--- config.mk ---
export PLATFORM = sky130hd
export DESIGN_NAME = regmax_coord_emitter
export DESIGN_NICKNAME = d
export VERILOG_FILES = /design/src/rtl/regmax_pkg.sv /design/src/rtl/regmax_coord_emitter.sv
export SDC_FILE = /design/constraint.sdc
export NUM_CORES = 1
export LEC_CHECK = 0
export CAP_MARGIN = 25
export CORE_MARGIN = 2
export CORE_UTILIZATION = 32
export DETAILED_ROUTE_END_ITERATION = 12
export PLACE_DENSITY = 0.57
export SYNTH_ARGS = -nofsm -noshare
export SYNTH_HDL_FRONTEND = slang
export SYNTH_SLANG_ARGS = --single-unit
--- constraint.sdc ---
create_clock -name clk -period 3.7 [get_ports clk]
set_input_delay 0.74 -clock clk [delete_from_list [all_inputs] [get_ports clk]]
set_output_delay 0.74 -clock clk [all_outputs]
set_load 0.02 [all_outputs]
--- src/rtl/regmax_pkg.sv ---
// Shared types for the regional-maximum coordinate emitter.
// Optional match counter enabled by REGMAX_EMIT_COUNT_EN.
`ifndef CFG_M
`define CFG_M 4
`endif
`ifndef CFG_N
`define CFG_N 4
`endif
`ifndef CFG_I_WIDTH
`define CFG_I_WIDTH 2
`endif
`ifndef CFG_J_WIDTH
`define CFG_J_WIDTH 2
`endif

package regmax_pkg;

   typedef enum logic [1:0] {
      S_IDLE,
      S_SCAN,
      S_EMIT,
      S_DONE
   } emit_state_t;

   localparam int CNT_WIDTH = $clog2(`CFG_M * `CFG_N + 1);

endpackage

--- src/rtl/regmax_coord_emitter.sv ---
// Scans a snapshot of a regional-maximum bitmap and emits set coordinates.
// REGMAX_EMIT_COUNT_EN adds the match_count output.
module regmax_coord_emitter
   import regmax_pkg::*;
#(
   parameter int M       = `CFG_M,
   parameter int N       = `CFG_N,
   parameter int I_WIDTH = `CFG_I_WIDTH,
   parameter int J_WIDTH = `CFG_J_WIDTH
) (
   input  logic                      clk,
   input  logic                      reset_n,
   input  logic                      start,
   input  logic [M-1:0][N-1:0]       output_image,
   output logic                      busy,
   output logic                      out_valid,
   input  logic                      out_ready,
   output logic [I_WIDTH-1:0]        out_i,
   output logic [J_WIDTH-1:0]        out_j,
   output logic                      out_last,
   output logic                      done
`ifdef REGMAX_EMIT_COUNT_EN
   ,
   output logic [CNT_WIDTH-1:0]      match_count
`endif
);

   localparam logic [I_WIDTH-1:0] I_LAST = I_WIDTH'(M - 1);
   localparam logic [J_WIDTH-1:0] J_LAST = J_WIDTH'(N - 1);

   emit_state_t            state_q, state_d;
   logic [M-1:0][N-1:0]    snap_q, snap_d;
   logic [I_WIDTH-1:0]     i_q, i_d, oi_q, oi_d, i_nx;
   logic [J_WIDTH-1:0]     j_q, j_d, oj_q, oj_d, j_nx;
   logic                   last_q, last_d;
   logic                   at_end;
`ifdef REGMAX_EMIT_COUNT_EN
   logic [CNT_WIDTH-1:0]   cnt_q, cnt_d;
`endif

   always_ff @(posedge clk or negedge reset_n) begin
      if (!reset_n) begin
         state_q <= S_IDLE;
         snap_q  <= '0;
         i_q     <= '0;
         j_q     <= '0;
         oi_q    <= '0;
         oj_q    <= '0;
         last_q  <= 1'b0;
`ifdef REGMAX_EMIT_COUNT_EN
         cnt_q   <= '0;
`endif
      end else begin
         state_q <= state_d;
         snap_q  <= snap_d;
         i_q     <= i_d;
         j_q     <= j_d;
         oi_q    <= oi_d;
         oj_q    <= oj_d;
         last_q  <= last_d;
`ifdef REGMAX_EMIT_COUNT_EN
         cnt_q   <= cnt_d;
`endif
      end
   end

   // raster successor of the scan cursor, j innermost
   always_comb begin
      at_end = (i_q == I_LAST) && (j_q == J_LAST);
      if (j_q == J_LAST) begin
         j_nx = '0;
         i_nx = i_q + 1'b1;
      end else begin
         j_nx = j_q + 1'b1;
         i_nx = i_q;
      end
   end

   always_comb begin
      state_d = state_q;
      snap_d  = snap_q;
      i_d     = i_q;
      j_d     = j_q;
      oi_d    = oi_q;
      oj_d    = oj_q;
      last_d  = last_q;
`ifdef REGMAX_EMIT_COUNT_EN
      cnt_d   = cnt_q;
`endif
      unique case (state_q)
         S_IDLE: begin
            if (start) begin
               snap_d  = output_image;
               i_d     = '0;
               j_d     = '0;
`ifdef REGMAX_EMIT_COUNT_EN
               cnt_d   = '0;
`endif
               state_d = S_SCAN;
            end
         end
         S_SCAN: begin
            if (snap_q[i_q][j_q]) begin
               snap_d[i_q][j_q] = 1'b0;
               oi_d    = i_q;
               oj_d    = j_q;
               last_d  = (snap_d == '0);
               state_d = S_EMIT;
            end else if (at_end) begin
               state_d = S_DONE;
            end else begin
               i_d = i_nx;
               j_d = j_nx;
            end
         end
         S_EMIT: begin
            if (out_ready) begin
`ifdef REGMAX_EMIT_COUNT_EN
               cnt_d = cnt_q + 1'b1;
`endif
               if (last_q) begin
                  state_d = S_DONE;
               end else begin
                  i_d     = i_nx;
                  j_d     = j_nx;
                  state_d = S_SCAN;
               end
            end
         end
         S_DONE: begin
            state_d = S_IDLE;
         end
         default: begin
            state_d = S_IDLE;
         end
      endcase
   end

   assign busy      = (state_q == S_SCAN) || (state_q == S_EMIT);
   assign out_valid = (state_q == S_EMIT);
   assign done      = (state_q == S_DONE);
   assign out_i     = oi_q;
   assign out_j     = oj_q;
   assign out_last  = last_q & out_valid;
`ifdef REGMAX_EMIT_COUNT_EN
   assign match_count = cnt_q;
`endif

endmodule

# Yosys cells after proc, flatten, opt, wreduce, memory -nomap -nowiden
# Index checks and enable logic that the tools add are counted.
[word_totals] ff_bits=27 input_bits=20 output_inout_bits=8 word_cells=73
[classes] addsub=2 magnitude_cmp=4 eq_ne=12 mux=30 bitwise=3 reduce_logical=12
[op_table] operator="2-to-1 mux 16 bit" count=2
[op_table] operator="2-to-1 mux 2 bit" count=16
[op_table] operator="one-hot mux 16 bit (2 select lines)" count=1
[op_table] operator="bitwise AND 16 bit" count=1
[op_table] operator="zero test 16 bit" count=1
[op_table] operator="inverter 16 bit" count=1
[op_table] operator="one-hot mux 2 bit (3 select lines)" count=2
[op_table] operator="!= test 2 bit (second input constant)" count=5
[op_table] operator="binary-select mux 4 bit (select 2 bit)" count=1
[op_table] operator="demux 4 bit (select 2 bit)" count=1
[op_table] operator="== test 2 bit (second input constant)" count=4
[op_table] operator="2-to-1 mux 4 bit" count=2
[op_table] operator="one-hot mux 2 bit (4 select lines)" count=1
[op_table] operator="less-than comparator 2 x 3 -> 1 bit (second input constant)" count=2
[op_table] operator="AND reduction 3 bit" count=2
[op_table] operator="AND reduction 6 bit" count=1
[op_table] operator="adder 2 x 1 -> 2 bit (second input constant)" count=2
[op_table] operator="greater-or-equal comparator 2 x 1 -> 1 bit (second input constant)" count=2
[op_table] operator="logical AND 1 bit" count=3
[op_table] operator="!= test 3 bit (second input constant)" count=1
[op_table] operator="nonzero test 3 bit" count=1
[op_table] operator="binary-select mux 1 bit (select 2 bit)" count=1
[op_table] operator="demux 1 bit (select 2 bit)" count=1
[op_table] operator="== test 2 x 1 -> 1 bit (second input constant)" count=1
[op_table] operator="other kinds (7)" count=8

# Longest topological paths before layout
[logic_depth] ltp_word=10 mapped_depth=8 mapped_depth_nobuf=7

# Least setup slack after synthesis
# Ideal clock, no wire load.
[synth_path] path_kind="flip-flop to flip-flop" start="reg j_q[0]" end="reg state_q[1]" setup_ps=132 t_arrival_ps=2118 required_time_ps=3568 slack_ps=1451 stages_incl_launch_ff=8 path_buffers=2 period_less_slack_ps=2249 path_cell_list="dfrtp_1 > buf_6 > mux4_1 > mux2_2 > mux2_4 > buf_6 > o311ai_0 > a2bb2oi_1"
[synth_via] elab_chain_cells=4 word_cells_on_any_way=8 classes_between="2 x eq/ne; 4 x mux; 2 x reduce/logical"
[synth_lines] item="from (decl)" line_no="regmax_coord_emitter.sv:34" source="logic [J_WIDTH-1:0] j_q, j_d, oj_q, oj_d, j_nx;"
[synth_lines] item="from (signal assigned)" line_no="regmax_coord_emitter.sv:57" source="j_q <= j_d;"
[synth_lines] item="binary-select mux 1 bit (select 2 bit) / == test 2 bit (equally long branches)" line_no="regmax_coord_emitter.sv:103, regmax_coord_emitter.sv:69"
[synth_lines] item="2-to-1 mux 1 bit (implied by the code) / logical AND 1 bit (equally long branches)" line_no="regmax_coord_emitter.sv:103, regmax_coord_emitter.sv:69"
[synth_lines] item="2-to-1 mux 2 bit / != test 3 bit (equally long branches)"
[synth_lines] item="one-hot mux 2 bit (4 select lines) / AND reduction 3 bit (equally long branches)"
[synth_lines] item="to (signal assigned)" line_no="regmax_coord_emitter.sv:54" source="state_q <= state_d;"
[synth_lines] item="to (decl)" line_no="regmax_coord_emitter.sv:31" source="emit_state_t state_q, state_d;"
# Several ways; a longest one is shown, not always the timed one. The select of a mux whose other input is x is not followed.
# A chain may end at the register's enable or synchronous reset.

# Worst setup path in the final report
[layout_path] start="reg state_q[0]" end="out out_last"
[layout_via] elab_chain_cells=2
[layout_lines] item="== test 2 bit" line_no="regmax_coord_emitter.sv:140" source="assign out_valid = (state_q == S_EMIT);"
[layout_lines] item="bitwise AND 1 bit" line_no="regmax_coord_emitter.sv:144" source="assign out_last = last_q & out_valid;"
[layout_lines] item="to (decl)" line_no="regmax_coord_emitter.sv:20" source="output logic out_last,"
# No other way between the ends.

==> flow_metrics.env <==
export IMPL_status="complete, no violations"
export IMPL_place_detailed_hpwl_um=3230
export IMPL_worstSkewPairLatency_ns=0.28
export IMPL_yosysMostFrequentCell="dfrtp_1"
export IMPL_die_h_um=79.6
export IMPL_synth_distinct_cells=36
export IMPL_synthToLayoutAreaGrowth_pct=20.3
export IMPL_synth_async_reset_ratio=1.00
export IMPL_vdd_drop_max_mv=0.323
export IMPL_cts_buffers=3
export IMPL_fin_ws_ns=1.03
export IMPL_grt_use_total=0.157
export IMPL_timing_fmax_mhz=375
export IMPL_synth_commonest_cells="dfrtp_1, a21oi_1, nand2_1"
export IMPL_drc=0
export IMPL_power_uw=1810
export IMPL_wl_met3_um=204
export IMPL_std_cell_rows=27
export IMPL_post_cts_resized=0
export IMPL_die_area_um2=6330
export IMPL_vias=1534
export IMPL_drt_initial_drc_count=108
export IMPL_grt_max_degree=28
export IMPL_fin_setup_tns_ns=0
export IMPL_drive_gt1_frac=0.0798
export IMPL_grt_pass1_wl_um=7900
export IMPL_worst_pin_slew_ns=0.578
export IMPL_timing_max_cap_violations=0
export IMPL_hp_class="reg -> reg"
export IMPL_wirelength_um=4410
export IMPL_met2_length_um=1960
export IMPL_postSynthRegisterBits=27
export IMPL_dieWidth_um=79.6
export IMPL_synth_nets=223
export IMPL_critical_path_class="reg -> out"
export IMPL_grt_pass1_vias=1606
export IMPL_syn_cell_area_um2=1830
export IMPL_clk_pin_slew_ns=0.10
export IMPL_yosys_top_cells_area="dfrtp_1, ha_1, a22o_1, mux4_1, a21oi_1"
export IMPL_relSlewSlack=0.615
export IMPL_hold_viol_final=0
export IMPL_grt_overflow_total=0
export IMPL_required_ns=2.96
export IMPL_synthFlopType="dfrtp_1"
export IMPL_wl_per_cell_um=15.5
export IMPL_worstPathArrival_ns=1.93
export IMPL_ys_seq_area_frac=0.370
export IMPL_syn_avg_cell_area_um2=9.61
export IMPL_drt_antenna_violating_nets=0
export IMPL_coreArea_um2=5510
export IMPL_whs_ns=0.513
export IMPL_synth_top_area_frac=0.370
export IMPL_syn_instance_count=190
export IMPL_worstPathMaxFanout=6
export IMPL_top_layer="met4"
export IMPL_crit_path_end_kind="primary output"
export IMPL_period_needed_ns=2.67
export IMPL_wl_met1_um=2170
export IMPL_power_density_nw_per_um2=822
export IMPL_p_leak_uw=0.000933
export IMPL_yosys_warnings=0
export IMPL_finClkSkew_ns=0.00915
export IMPL_nFillCells=557
export IMPL_hold_buffers=0
export IMPL_clock_sinks=27
export IMPL_portBuffers=27
export IMPL_postCtsSetupRepairBufs=0
export IMPL_finalSetupViolations=0
export IMPL_gp_congestion=0.885
export IMPL_initial_core_util=0.332
export IMPL_min_period_over_period=0.721
export IMPL_cts_root_buf="clkbuf_8"
export IMPL_nNetsFinal=247
export IMPL_dpl_worst_slack_ns=1.17
export IMPL_synth_edff_count=0
export IMPL_cp_start_kind="flop"
export IMPL_rsz0062_at_grt="false"
export IMPL_antenna_found_initial=0
export IMPL_yosysTopAreaCell="dfrtp_1"
export IMPL_slew_viol_final=0
export IMPL_ios=28
export IMPL_diodes=0
export IMPL_clockBufferDepth=2
export IMPL_avgViaCountPerCell=5.38
export IMPL_cts_tree="yes"
export IMPL_htree_levels=1
export IMPL_dr_pass1_iters=4
-- path summary, 6_finish.rpt --
kind	end	start	cells after the start	slack [ns]
setup / recovery	out_last	state_q[0]	4	1.03
hold / removal	out_i[0]	out_i[0]	1	0.51
setup reg to reg	out_i[1]	j_q[0]	5	1.15
hold reg to reg	out_i[0]	out_i[0]	1	0.51
max in group asynchronous	snap_q[12]	reset_n	2	2.60
min in group asynchronous	state_q[1]	reset_n	2	0.83
-- cell usage in the layout, fill, tap and decap left out, types with 2 or more instances in the layout --
cell type and count:
a21oi_1 20, a22o_1 16, and2_1 3, and3_1 2, buf_4 3, clkbuf_8 3, clkdlybuf4s50_1 27, dfrtp_1 27
ha_1 13, inv_1 9, mux2_2 6, mux4_1 4, nand2_1 20, nand2b_1 3, nand3_1 3, nand4_1 2
nor2_1 4, nor3_1 5, nor4_1 4, o21ai_0 19, o22ai_1 4
-- critical path: stages (launching register included) --
cell             delay, ns
dfrtp_1               0.45
inv_1                 0.19
ha_1                  0.24
and2_1                0.16
clkdlybuf4s50_1       0.60
-- routing by layer --
layer / track usage / up-vias
met3: 0.0215 / 5
li1: - / 764
met2: 0.246 / 35
met4: 0.0586 / 0
met1: 0.219 / 730
met5: 0 / -
-- final cells by class --
class	count	area, um2	area share
repair buffers	30	293	0.133
multi-input cells	143	1060	0.483
well taps	72	90.1	0.0410
flip-flops and latches	27	676	0.307
clock buffers	4	45.0	0.0205
inverters	9	33.8	0.0154
-- registers in the layout, summed over array words and instances, names as in the netlist --
name	flops
snap_q	16
out_i	2
state_q	2
i_q	2
last_q	1
j_q	2
out_j	2
-- metrics by stage --
step,util,instance area (um2),cells
after floorplan,-,1830,190
after global placement,0.390,2150,280
after detailed placement,0.390,2150,280
after CTS,0.398,2190,284
after global routing,0.399,2200,285
final,0.399,2200,285
-- cell families (layout without fill, tap and decap cells) --
| family | after synthesis | in the layout | share of synthesized area |
|---|---|---|---|
| AOI/OAI and AO/OA | 69 | 69 | 0.251 |
| DFF | 27 | 27 | 0.370 |
| adders and majority gates | 13 | 13 | 0.0890 |
| buffers and inverters | 20 | 43 | 0.0493 |
| and+or+nand+nor | 49 | 49 | 0.132 |
| muxes | 12 | 12 | 0.108 |
-- power by group --
| group | internal [uW] | leakage (uW) | switching [uW] | total [uW] |
|---|---|---|---|---|
| combinational | 502 | 0.000554 | 613 | 1120 |
| sequential | 398 | 0.000356 | 123 | 521 |
| clock | 77.3 | 0.0000228 | 93.2 | 170 |
Note: power is estimated with default switching activity, not from simulation.
==> edit, RTL diff (same flow settings) <==
Change the macro `CFG_N` from 4 to 8.
--- a/src/rtl/regmax_pkg.sv
+++ b/src/rtl/regmax_pkg.sv
@@ -4,7 +4,7 @@
 `define CFG_M 4
 `endif
 `ifndef CFG_N
-`define CFG_N 4
+`define CFG_N 8
 `endif
 `ifndef CFG_I_WIDTH
 `define CFG_I_WIDTH 2
Interface: changed (resized output_image); port bits go from 28 to 44. The function was not compared with the original's and may differ.
==> edit against the original RTL <==
- final area increased by 48%
- via count increased by 47%
- worst setup slack lost 0.014 ns
- non-clock buffer count rose by 19
- die area rose by 40%
- wire length grew 47%
- synthesized cell count rose by 47%
- sequential power up 56%
- synthesized area increased by 42%
- combinational power grew 19%
- total power increased by 43%
- sequential cell count rose by 16
==> edit: results (changes against the original RTL) <==
- 328 — Post-Syn Nets, +47%
- 32 — flip-flop count of the largest register after layout, +16
- 41.5% — fraction of post-synthesis cell area in the top cell type by area, +4.5 points
- 44 — pin count of the biggest net entering global routing, +57%
- 2.89% — met3 track demand over resource in global routing, +0.74 points
- state_q[0]$_DFFE_PN0P_ — beginning of the worst register-to-register path
- 0.688 ns — Worst-Margin Slew, +0.110 ns
- 365 — nets@finish, +48%
- 411 — cell count after placement, +47%
- 0.847 — gpl congestion, -4.3%
- 1.37 nW — cell leakage power, +47%
- 5 — number of buffers inserted during clock tree synthesis, +2
- 41.5% — share of synthesized area occupied by flip-flops and latches, +4.5 points
- 23.6% — complex-gate fraction of the synthesized area, -1.6 points
- 43 — number of port buffers, +59%
- finished clean — result of the run
- 0.0104 ns — Final Skew, +0.00126 ns
- 373 MHz — Max Clock Freq, -0.51%
- 4680 um — sum of net half-perimeters after detailed placement, +45%
- 6470 um — routed wire length, +47%
- 226 um — routed length on met3, +11%
- busy — Worst Setup EP
- 3210 um — met1 wire length, +48%
- 23.2% — met1 Usage GRT, +1.4 points
- 24.5% — met2 demand-to-capacity share in global routing, -0.098 points
- 15.4 um — average wire per standard cell, -0.35%
- 2 — H-tree depth reported by CTS, +1
- 16.1% — global router's overall resource usage, +0.39 points
- 773 — layout filler cell count, +39%
- 0.326 mV — largest vdd supply drop, +0.82%
- 5.37 — vias per cell, -0.29%
- i_q[0]$_DFFE_PN0P_ — r2r endpoint
- 3100 um^2 — post-placement cell area, +44%
- 2970 um — length of routed met2 wiring, +52%
- 1.17 ns — setup slack of the worst register-to-register path, +0.02 ns
- 7 — length in cells of the worst reg-to-reg path, +2
- 11,200 um — global-route wire length before repair, +42%
- 2,239 — vias in the first global route, +39%
- 5.79% — adder-cell area share of the yosys netlist, -3.1 points
- 7.29% — post-synthesis mux area share, -3.5 points
- 100% — async set-reset flop share out of synthesis, unchanged
- 8 — maximum fanout along the worst path, +2
- 0.946 ns — worst slack after detailed placement, -0.227 ns
- 6.92% — proportion of layout cells with a drive suffix above 1, -1.1 points
- sky130_fd_sc_hd__dfrtp_1 (43), sky130_fd_sc_hd__o21ai_0 (35), sky130_fd_sc_hd__inv_1 (29) — commonest cells in the synthesized netlist
- sky130_fd_sc_hd__dfrtp_1 (42%), sky130_fd_sc_hd__o21ai_0 (6.8%), sky130_fd_sc_hd__ha_1 (5.8%) — leading post-synthesis cells by cell area
- 120 — drt first-iter violations, +11%
- 280 — synthesized netlist cell count, +47%
- 42 — number of library cell types mapped by synthesis, +17%
## edit: power by group
part           internal, W  total [W]  switching [W]  leakage (nW)
Sequential        0.000654   0.000813       0.000159         0.554
Clock             0.000270   0.000431       0.000161        0.0654
Combinational     0.000573    0.00133       0.000762         0.750
## edit: worst min-delay path by stage
stage	from	to	slack [ns]	cells past startpoint
after global placement	out_j[0]$_DFFE_PN0N_	out_j[0]$_DFFE_PN0N_	0.50	2
after floorplan	reset_n	i_q[0]$_DFFE_PN0P_	0.44	0
final	reset_n	snap_q[5]$_DFFE_PN0P_	0.24	1
after global routing	reset_n	snap_q[5]$_DFFE_PN0P_	0.23	1
after CTS	out_j[0]$_DFFE_PN0N_	out_j[0]$_DFFE_PN0N_	0.52	2
after detailed placement	out_j[0]$_DFFE_PN0N_	out_j[0]$_DFFE_PN0N_	0.51	2
## edit: worst max-delay path, cell delays in order, from the launching register on
cell and delay [ns]:
sky130_fd_sc_hd__dfrtp_1 0.48, sky130_fd_sc_hd__inv_1 0.10, sky130_fd_sc_hd__ha_1 0.42, sky130_fd_sc_hd__clkdlybuf4s50_1 0.65
## edit: cells by family (layout without fill, tap and decap cells)
kind of cell,after synthesis,in the layout
mux,10,10
compound gates,96,96
flops,43,43
simple gates,71,71
buf+inv,48,86
fa+ha+maj,12,12
## edit: final cells by class
class | instances | area, um^2 | area share [%]
multi-input cells | 189 | 1320 | 40.6
clock inverters | 2 | 60.1 | 1.85
inverters | 29 | 109 | 3.35
flip-flops and latches | 43 | 1080 | 33.1
clock buffers | 6 | 72.6 | 2.23
repair buffers | 49 | 483 | 14.9
well taps | 102 | 128 | 3.93
